[src/rtl/rectangle_sbox_layer_ctrl_if.sv]
// Bundle between the RECTANGLE SubColumn sequencer, its round controller and the external masked S-box.
// slave = sequencer side, master = controller/S-box side.
interface rectangle_sbox_layer_ctrl_if #(
    parameter int NUM_COL = 16,
    parameter int RAND_W  = 8
);
    localparam int SW = 4 * NUM_COL;

    logic              start;
    logic [SW-1:0]     in_share0;
    logic [SW-1:0]     in_share1;
    logic [RAND_W-1:0] rnd_in;
    logic              rnd_valid;
    logic              rnd_ready;
    logic [3:0]        sbox_a0b0c0d0;
    logic [3:0]        sbox_a1b1c1d1;
    logic [RAND_W-1:0] sbox_ran;
    logic [3:0]        sbox_x0y0z0t0;
    logic [3:0]        sbox_x1y1z1t1;
    logic              busy;
    logic              done;
    logic [SW-1:0]     out_share0;
    logic [SW-1:0]     out_share1;

    modport slave (
        input  start, in_share0, in_share1, rnd_in, rnd_valid,
        input  sbox_x0y0z0t0, sbox_x1y1z1t1,
        output rnd_ready, sbox_a0b0c0d0, sbox_a1b1c1d1, sbox_ran,
        output busy, done, out_share0, out_share1
    );

    modport master (
        output start, in_share0, in_share1, rnd_in, rnd_valid,
        output sbox_x0y0z0t0, sbox_x1y1z1t1,
        input  rnd_ready, sbox_a0b0c0d0, sbox_a1b1c1d1, sbox_ran,
        input  busy, done, out_share0, out_share1
    );
endinterface

[src/rtl/rectangle_sbox_layer_ctrl.sv]
// RECTANGLE SubColumn layer sequencer: streams 16 two-share columns through one external masked S-box.
// Optional RECTANGLE_CTRL_ZEROIZE_EN: clear state after DONE and gate out_share0/1 with done.
module rectangle_sbox_layer_ctrl #(
    parameter int NUM_COL  = 16,
    parameter int SBOX_LAT = 1,
    parameter int RAND_W   = 8
) (
    input logic                        clk,
    input logic                        rst_n,
    rectangle_sbox_layer_ctrl_if.slave bus
);
    localparam int SW = 4 * NUM_COL;
    localparam int CW = (NUM_COL > 1) ? $clog2(NUM_COL) : 1;
    localparam int IW = $clog2(SW);

    typedef enum logic [1:0] {IDLE, FEED, DRAIN, DONE} state_t;
    state_t state, state_nxt;

    logic [CW-1:0]             iss_idx, cap_cnt, cap_idx;
    logic [SBOX_LAT:1]         vld_pipe;
    logic [SBOX_LAT:1][CW-1:0] idx_pipe;
    logic                      load, issue, cap, clr;

    assign load    = (state == IDLE) && bus.start;
    assign issue   = (state == FEED) && bus.rnd_valid;
    assign cap     = vld_pipe[SBOX_LAT];
    assign cap_idx = idx_pipe[SBOX_LAT];

`ifdef RECTANGLE_CTRL_ZEROIZE_EN
    assign clr = (state == DONE);
`else
    assign clr = 1'b0;
`endif

    always_ff @(posedge clk or negedge rst_n) begin
        if (!rst_n) begin
            state   <= IDLE;
            iss_idx <= '0;
            cap_cnt <= '0;
        end else begin
            state <= state_nxt;
            if (load) begin
                iss_idx <= '0;
                cap_cnt <= '0;
            end else begin
                if (issue) iss_idx <= iss_idx + CW'(1);
                if (cap)   cap_cnt <= cap_cnt + CW'(1);
            end
        end
    end

    always_comb begin
        state_nxt = state;
        case (state)
            IDLE:  if (bus.start) state_nxt = FEED;
            FEED:  if (issue && iss_idx == CW'(NUM_COL - 1)) state_nxt = DRAIN;
            DRAIN: if (cap && cap_cnt == CW'(NUM_COL - 1)) state_nxt = DONE;
            DONE:  state_nxt = IDLE;
            default: state_nxt = IDLE;
        endcase
    end

    // Column tags track the S-box pipeline so results land in the column they came from.
    always_ff @(posedge clk or negedge rst_n) begin
        if (!rst_n) begin
            vld_pipe <= '0;
            idx_pipe <= '0;
        end else begin
            vld_pipe[1] <= issue;
            idx_pipe[1] <= iss_idx;
            for (int i = 2; i <= SBOX_LAT; i++) begin
                vld_pipe[i] <= vld_pipe[i-1];
                idx_pipe[i] <= idx_pipe[i-1];
            end
        end
    end

    // Each share has its own register and datapath; nothing here ever mixes the two.
    for (genvar s = 0; s < 2; s++) begin : g_shr
        logic [SW-1:0] st;
        logic [SW-1:0] ld_val;
        logic [3:0]    res;
        logic [3:0]    col;

        if (s == 0) begin : g_s0
            assign ld_val = bus.in_share0;
            assign res    = bus.sbox_x0y0z0t0;
        end else begin : g_s1
            assign ld_val = bus.in_share1;
            assign res    = bus.sbox_x1y1z1t1;
        end

        always_ff @(posedge clk or negedge rst_n) begin
            if (!rst_n) begin
                st <= '0;
            end else if (load) begin
                st <= ld_val;
            end else if (clr) begin
                st <= '0;
            end else if (cap) begin
                for (int r = 0; r < 4; r++)
                    st[IW'(r * NUM_COL) + IW'(cap_idx)] <= res[r];
            end
        end

        // Zeros outside issue cycles keep stale share data off the S-box inputs.
        always_comb begin
            col = '0;
            if (issue)
                for (int r = 0; r < 4; r++)
                    col[r] = st[IW'(r * NUM_COL) + IW'(iss_idx)];
        end
    end

    assign bus.sbox_a0b0c0d0 = g_shr[0].col;
    assign bus.sbox_a1b1c1d1 = g_shr[1].col;
    assign bus.sbox_ran      = issue ? bus.rnd_in : '0;
    assign bus.rnd_ready     = issue;
    assign bus.busy          = (state != IDLE);
    assign bus.done          = (state == DONE);

`ifdef RECTANGLE_CTRL_ZEROIZE_EN
    assign bus.out_share0 = bus.done ? g_shr[0].st : '0;
    assign bus.out_share1 = bus.done ? g_shr[1].st : '0;
`else
    assign bus.out_share0 = g_shr[0].st;
    assign bus.out_share1 = g_shr[1].st;
`endif
endmodule

[src/flat_wrapper.sv]
// flat-port wrapper written by rule: the top's interface ports become plain ports
module rectangle_sbox_layer_ctrl_flat 
#(
    parameter int NUM_COL  = 16,
    parameter int SBOX_LAT = 1,
    parameter int RAND_W   = 8
)
  (clk, rst_n, bus_start, bus_in_share0, bus_in_share1, bus_rnd_in, bus_rnd_valid, bus_sbox_x0y0z0t0, bus_sbox_x1y1z1t1, bus_rnd_ready, bus_sbox_a0b0c0d0, bus_sbox_a1b1c1d1, bus_sbox_ran, bus_busy, bus_done, bus_out_share0, bus_out_share1);
  rectangle_sbox_layer_ctrl_if #(.NUM_COL(NUM_COL), .RAND_W(RAND_W)) bus_i ();
  input logic clk;
  input logic rst_n;
  input wire logic [$bits(bus_i.start)-1:0] bus_start;
  input wire logic [$bits(bus_i.in_share0)-1:0] bus_in_share0;
  input wire logic [$bits(bus_i.in_share1)-1:0] bus_in_share1;
  input wire logic [$bits(bus_i.rnd_in)-1:0] bus_rnd_in;
  input wire logic [$bits(bus_i.rnd_valid)-1:0] bus_rnd_valid;
  input wire logic [$bits(bus_i.sbox_x0y0z0t0)-1:0] bus_sbox_x0y0z0t0;
  input wire logic [$bits(bus_i.sbox_x1y1z1t1)-1:0] bus_sbox_x1y1z1t1;
  output wire logic [$bits(bus_i.rnd_ready)-1:0] bus_rnd_ready;
  output wire logic [$bits(bus_i.sbox_a0b0c0d0)-1:0] bus_sbox_a0b0c0d0;
  output wire logic [$bits(bus_i.sbox_a1b1c1d1)-1:0] bus_sbox_a1b1c1d1;
  output wire logic [$bits(bus_i.sbox_ran)-1:0] bus_sbox_ran;
  output wire logic [$bits(bus_i.busy)-1:0] bus_busy;
  output wire logic [$bits(bus_i.done)-1:0] bus_done;
  output wire logic [$bits(bus_i.out_share0)-1:0] bus_out_share0;
  output wire logic [$bits(bus_i.out_share1)-1:0] bus_out_share1;
  assign bus_i.start = bus_start;
  assign bus_i.in_share0 = bus_in_share0;
  assign bus_i.in_share1 = bus_in_share1;
  assign bus_i.rnd_in = bus_rnd_in;
  assign bus_i.rnd_valid = bus_rnd_valid;
  assign bus_i.sbox_x0y0z0t0 = bus_sbox_x0y0z0t0;
  assign bus_i.sbox_x1y1z1t1 = bus_sbox_x1y1z1t1;
  assign bus_rnd_ready = bus_i.rnd_ready;
  assign bus_sbox_a0b0c0d0 = bus_i.sbox_a0b0c0d0;
  assign bus_sbox_a1b1c1d1 = bus_i.sbox_a1b1c1d1;
  assign bus_sbox_ran = bus_i.sbox_ran;
  assign bus_busy = bus_i.busy;
  assign bus_done = bus_i.done;
  assign bus_out_share0 = bus_i.out_share0;
  assign bus_out_share1 = bus_i.out_share1;
  rectangle_sbox_layer_ctrl #(.NUM_COL(NUM_COL), .SBOX_LAT(SBOX_LAT), .RAND_W(RAND_W)) u_core (.clk(clk), .rst_n(rst_n), .bus(bus_i));
endmodule
[config.mk]
export PLATFORM = sky130hd
export DESIGN_NAME = rectangle_sbox_layer_ctrl_flat
export DESIGN_NICKNAME = d
export VERILOG_FILES = /design/src/rtl/rectangle_sbox_layer_ctrl_if.sv /design/src/rtl/rectangle_sbox_layer_ctrl.sv /design/src/flat_wrapper.sv
export SDC_FILE = /design/constraint.sdc
export NUM_CORES = 1
export LEC_CHECK = 0
export ABC_AREA = 1
export CORE_MARGIN = 5
export CORE_UTILIZATION = 40
export DETAILED_ROUTE_END_ITERATION = 16
export HOLD_SLACK_MARGIN = 0.1
export PLACE_DENSITY = 0.8
export SLEW_MARGIN = 30
export SYNTH_ARGS = -nofsm -noshare
export SYNTH_HDL_FRONTEND = slang
export SYNTH_SLANG_ARGS = --single-unit
[constraint.sdc]
create_clock -name clk -period 1.55 [get_ports clk]
set_clock_uncertainty 0.1 [all_clocks]
set_input_delay 0.2325 -clock clk [delete_from_list [all_inputs] [get_ports clk]]
set_output_delay 0.2325 -clock clk [all_outputs]
set_load 0.01 [all_outputs]
==> impl_metrics.yaml, run 1 <==
logic_synthesis:
  yosysUniqueCellTypes: 21
  synth.net_count: 1125
  yosysTopAreaCellShare_pct: 46.57
  synth_top_cell_by_area: "dfrtp_1"
  ys_ff_latch: 143
  yosys_warnings: 0
  syn_area_per_cell_um2: 7.921
  synth_area_um2: 7684
  synth_area_leaders: "dfrtp_1 47%, nand2_1 15%, o221ai_1 15%"
  yosysSeqAreaShare_pct: 46.57
  netlist_instances: 970
floorplan:
  num_rows: 50
  die_y_um: 148.6
  die_w_um: 148.6
  initial_utilization_pct: 40.80
  io_pins: 295
run_status:
  error: "[ERROR GRT-0232] Routing congestion too high. Check the congestion heatmap in the GUI."
  haltStage: "5_1_grt"
  outcome: "stopped before the end"
sta:
  crit_endpoint: "bus_sbox_a1b1c1d1[1]"
  endpoint_type: "primary output"
global_routing:
  track_usage_pct: 76.54
  grt_max_degree: 35
  overflow: 144
placement:
  post_dp_cell_area_um2: 13050
  port_buffers: 294
  dp_hpwl_mm: 26.44
  gp_congestion: 0.9408
clocking:
  cts-root-buf: "clkbuf_16"
  cts_max_path_buffers: 2
  clock-sinks: 143
  ctsHtreeMaxLevel: 4
  cts_buffers: 17
metal layers:
metal | global-route usage [%] | overflow
met1 | 73.89 | 1
met2 | 93.11 | 89
met3 | 62.22 | 0
met4 | 81.39 | 54
met5 | 24.77 | 0
repair_timing:
action	in CTS
setup buffers	83
endpoints found under the hold margin	143
hold buffers	1
pin swaps	110
gates cloned	27
resized for setup	792
setup endpoints to repair	282
cells by family after synthesis:
family,after synthesis,share of synthesized area (%)
AOI/OAI and AO/OA,149,16.02
adders and majority gates,7,1.140
buffers and inverters,207,11.09
and+or+nand+nor,464,25.18
DFF,143,46.57
synthesized netlist by cell type:
cell type    n
a211oi_1     2
a21oi_1     13
buf_1        2
buf_2       36
buf_4        6
buf_6        1
clkbuf_1     9
clkinv_1     1
dfrtp_1    143
ha_1         7
inv_1      148
inv_2        4
nand2_1    300
nand2_2     16
nand3_1    115
nor2_1      31
nor3_2       1
o21ai_0      2
o21ai_1      4
o221ai_1   128
or2_2        1
through the flow:
| step | setup TNS (ns) | utilization [%] | worst slack (ns) | hold WS [ns] | instances |
|---|---|---|---|---|---|
| floorplan | -2.393 | - | -0.03202 | -0.1631 | 970 |
| global placement | -32.00 | 69.32 | -0.6178 | 0.06070 | 1735 |
| detailed placement | -38.51 | 69.32 | -0.5991 | 0.06624 | 1735 |
| CTS | -50.06 | 87.93 | -0.5377 | 0.1876 | 1877 |
==> run 2: changes to the inputs <==
--- a/config.mk
+++ b/config.mk
@@ -7,10 +7,9 @@
 export LEC_CHECK = 0
 export ABC_AREA = 1
 export CORE_MARGIN = 5
-export CORE_UTILIZATION = 40
+export CORE_UTILIZATION = 36
 export DETAILED_ROUTE_END_ITERATION = 16
-export HOLD_SLACK_MARGIN = 0.1
-export PLACE_DENSITY = 0.8
+export PLACE_DENSITY_LB_ADDON = 0.15
 export SLEW_MARGIN = 30
 export SYNTH_ARGS = -nofsm -noshare
 export SYNTH_HDL_FRONTEND = slang
==> constraint.sdc (replaced) <==
create_clock -name clk -period 2 [get_ports clk]
set_clock_uncertainty 0.1 [all_clocks]
set_input_delay 0.3 -clock clk [delete_from_list [all_inputs] [get_ports clk]]
set_output_delay 0.3 -clock clk [all_outputs]
set_load 0.01 [all_outputs]
==> run 2 against run 1 <==
Compared with the run above: the flow now finishes, with violations (negative setup slack); synthesized area unchanged; synthesized cell count stayed put.
==> impl_metrics.yaml, run 2 <==
run_status:
  outcome: "complete, but fails checks"
  violations: "negative setup slack"
logic_synthesis:
  synth_commonest_cells: "300 x nand2_1, 148 x inv_1, 143 x dfrtp_1"
  synth_top_cell_by_area: "dfrtp_1"
  yosys_warnings: 0
  synth_flop_cell: "dfrtp_1"
  netlist_instances: 970
  synth.net_count: 1125
  syn_area_per_cell_um2: 7.921
  synth_area_um2: 7684
  yosysSeqAreaShare_pct: 46.57
  synth_area_leaders: "dfrtp_1 47%, nand2_1 15%, o221ai_1 15%"
  yosysUniqueCellTypes: 21
  yosysMostFrequentCell: "nand2_1"
  synth_edf_count: 0
  async_flop_share_pct: 100.0
  ys_ff_latch: 143
  yosysTopAreaCellShare_pct: 46.57
clocking:
  cts_tree: "yes"
  ctsHtreeMaxLevel: 4
  cts_buffers: 17
  clk_pin_slew_ns: 0.06
  cts-root-buf: "clkbuf_16"
  insertion_delay_ns: 0.43
  cts_max_path_buffers: 2
  clock-sinks: 143
cells_and_area:
  nets: 1468
  syn_to_final_growth_pct: 64.37
  final_cell_mix: "282 x nand2_1, 274 x clkdlybuf4s50_1, 146 x inv_1"
  final_common_cell: "nand2_1"
  final_core_util_pct: 60.08
  antenna_cells: 0
  finalNonFillerCells: 1601
  fill_cells: 1908
  drive_gt1_share_pct: 18.10
placement:
  dp_slack_ns: -0.3845
  gp_congestion: 0.8474
  port_buffers: 294
  placed_cells: 1559
  dp_hpwl_mm: 23.72
sta:
  setup_viol: 8
  setup_ws_ns: -0.2645
  final-hold-violation-count: 0
  maxSlewViolCount: 0
  min_period_ns: 2.264
  fmax_ghz: 0.4416
  hold_slack_ns: 0.3243
  max_slew_margin_pct: 60.78
  fin_setup_tns_ns: -1.888
  timing_worst_slew_pin_value_ns: 0.5884
  period_share_pct: 113.2
  rsz0062_at_grt: "yes"
detailed_routing:
  drt-pass1-iter-count: 5
  routed_wl_mm: 33.29
  remaining_drc_errors: 0
  num_vias: 8656
  vias_per_cell: 5.407
  dr.first_iter.drc_count: 706
  wl_per_cell_um: 20.80
  final_antenna_net_count: 0
setup_path:
  path_common_cell: "nand3_2"
  critPathRequiredTime_ns: 1.60
  crit_path_end_kind: "output pin"
  worstSetupPathType: "reg -> out"
  crit_slowest_cell: "dfrtp_2"
  cpPeakStageDelay_ns: 0.46
  critPathLaunchType: "flip-flop"
  arrival_ns: 1.86
  crit_chain: "inv_4 -> bufbuf_16 -> nand2_2 -> nand3_2 -> nand3_2 -> nand3_4 -> a21oi_2 -> buf_4"
  crit_fanout: 7
power_and_ir_drop:
  powerDensity_nw_per_um2: 1625
  p_leak_uw: 0.005749
  irDropWorstVdd_uv: 741.2
floorplan:
  num_rows: 53
  die_y_um: 156.1
  io_pins: 295
  core_um2: 21020
  die_w_um: 156.1
  initial_utilization_pct: 36.55
  dieArea_um2: 24370
hold_path:
  worst_hold_path_type: "in -> async"
global_routing:
  track_usage_pct: 26.23
  overflow: 0
  grt_max_degree: 68
  grt_pass1_vias: 8576
  grt_pass1_wl_mm: 49.40
  antenna_found_initial: 0
run:
  drv_cap: 0
## run 2: cell counts after synthesis
Identical to the previous run, type by type.
## run 2: metal layers
metal	share of wire (%)	vias to the layer above	GRT usage (%)
met5	0	-	0
met1	42	4224	35.52
met3	8.4	49	6.019
li1	-	3965	-
met4	1.9	0	7.231
met2	48	418	42.43
## run 2: critical path: cells and delay by family (launching register included)
family                 cells  cell delay, ns
and+or+nand+nor            4            0.35
AOI/OAI and AO/OA          1            0.13
buffers and inverters      3            0.50
DFF                        1            0.46
## run 2: final timing paths
check | startpoint | depth (start not counted) | endpoint | slack [ns]
setup / recovery | u_core.iss_idx[0]$_DFFE_PN0P_ | 8 | bus_sbox_a1b1c1d1[0] | -0.26
hold / removal | rst_n | 2 | u_core.bus.out_share1[55]$_DFFE_PN0P_ | 0.32
setup reg to reg | u_core.state[0]$_DFFE_PN0P_ | 7 | u_core.bus.out_share1[61]$_DFFE_PN0P_ | 0.11
hold reg to reg | u_core.cap_cnt[3]$_DFFE_PN0P_ | 1 | u_core.cap_cnt[3]$_DFFE_PN0P_ | 0.38
max in group asynchronous | rst_n | 3 | u_core.bus.out_share0[37]$_DFFE_PN0P_ | 0.89
min in group clk | bus_in_share1[45] | 3 | u_core.bus.out_share1[45]$_DFFE_PN0P_ | 0.36
## run 2: final cells by class
class | instances | area [um^2] | area share, %
Clock buffer | 19 | 452.9 | 3.586
Clock inverter | 13 | 137.6 | 1.090
Inverter | 153 | 581.8 | 4.607
Multi-Input combinational cell | 620 | 3660 | 28.98
Sequential cell | 143 | 3580 | 28.34
Tap cell | 275 | 344.1 | 2.724
Timing Repair Buffer | 378 | 3874 | 30.67
## run 2: logic make-up after synthesis
group / count (synthesis) / share of synthesized area (%)
buf+inv: 207 / 11.09
compound gates: 149 / 16.02
fa+ha+maj: 7 / 1.140
flops: 143 / 46.57
simple gates: 464 / 25.18
## run 2: timing repair
item,4_1_cts,5_1_grt
gates cloned,3,1
setup endpoints to repair,21,28
hold buffers,1,0
pin swaps,18,10
buffers inserted,2,3
hold endpoints to repair,47,0
gates resized for setup,108,74
## run 2: metrics by stage
stage	total power [uW]	cell area [um^2]
after floorplan	10230	7684
after global placement	15980	11490
after detailed placement	16110	11490
after CTS	19970	12390
after global routing	21780	12630
final	20520	12630
## run 2: where the power goes
group / internal (uW) / switching, uW / leakage [uW]
sequential: 4270 / 871 / 0.00177
combinational: 5700 / 6430 / 0.00369
clock: 1900 / 1340 / 0.000286
total: 11900 / 8650 / 0.00575
(Power assumes the default switching activity.)
==> run 3: changes to the inputs <==
--- a/config.mk
+++ b/config.mk
@@ -10,7 +10,7 @@
 export CORE_UTILIZATION = 36
 export DETAILED_ROUTE_END_ITERATION = 16
 export PLACE_DENSITY_LB_ADDON = 0.15
-export SLEW_MARGIN = 30
+export SLEW_MARGIN = 20
 export SYNTH_ARGS = -nofsm -noshare
 export SYNTH_HDL_FRONTEND = slang
 export SYNTH_SLANG_ARGS = --single-unit
==> results of run 3 <==
No change in the layout: final DEF, timing and power equal those of run 2.
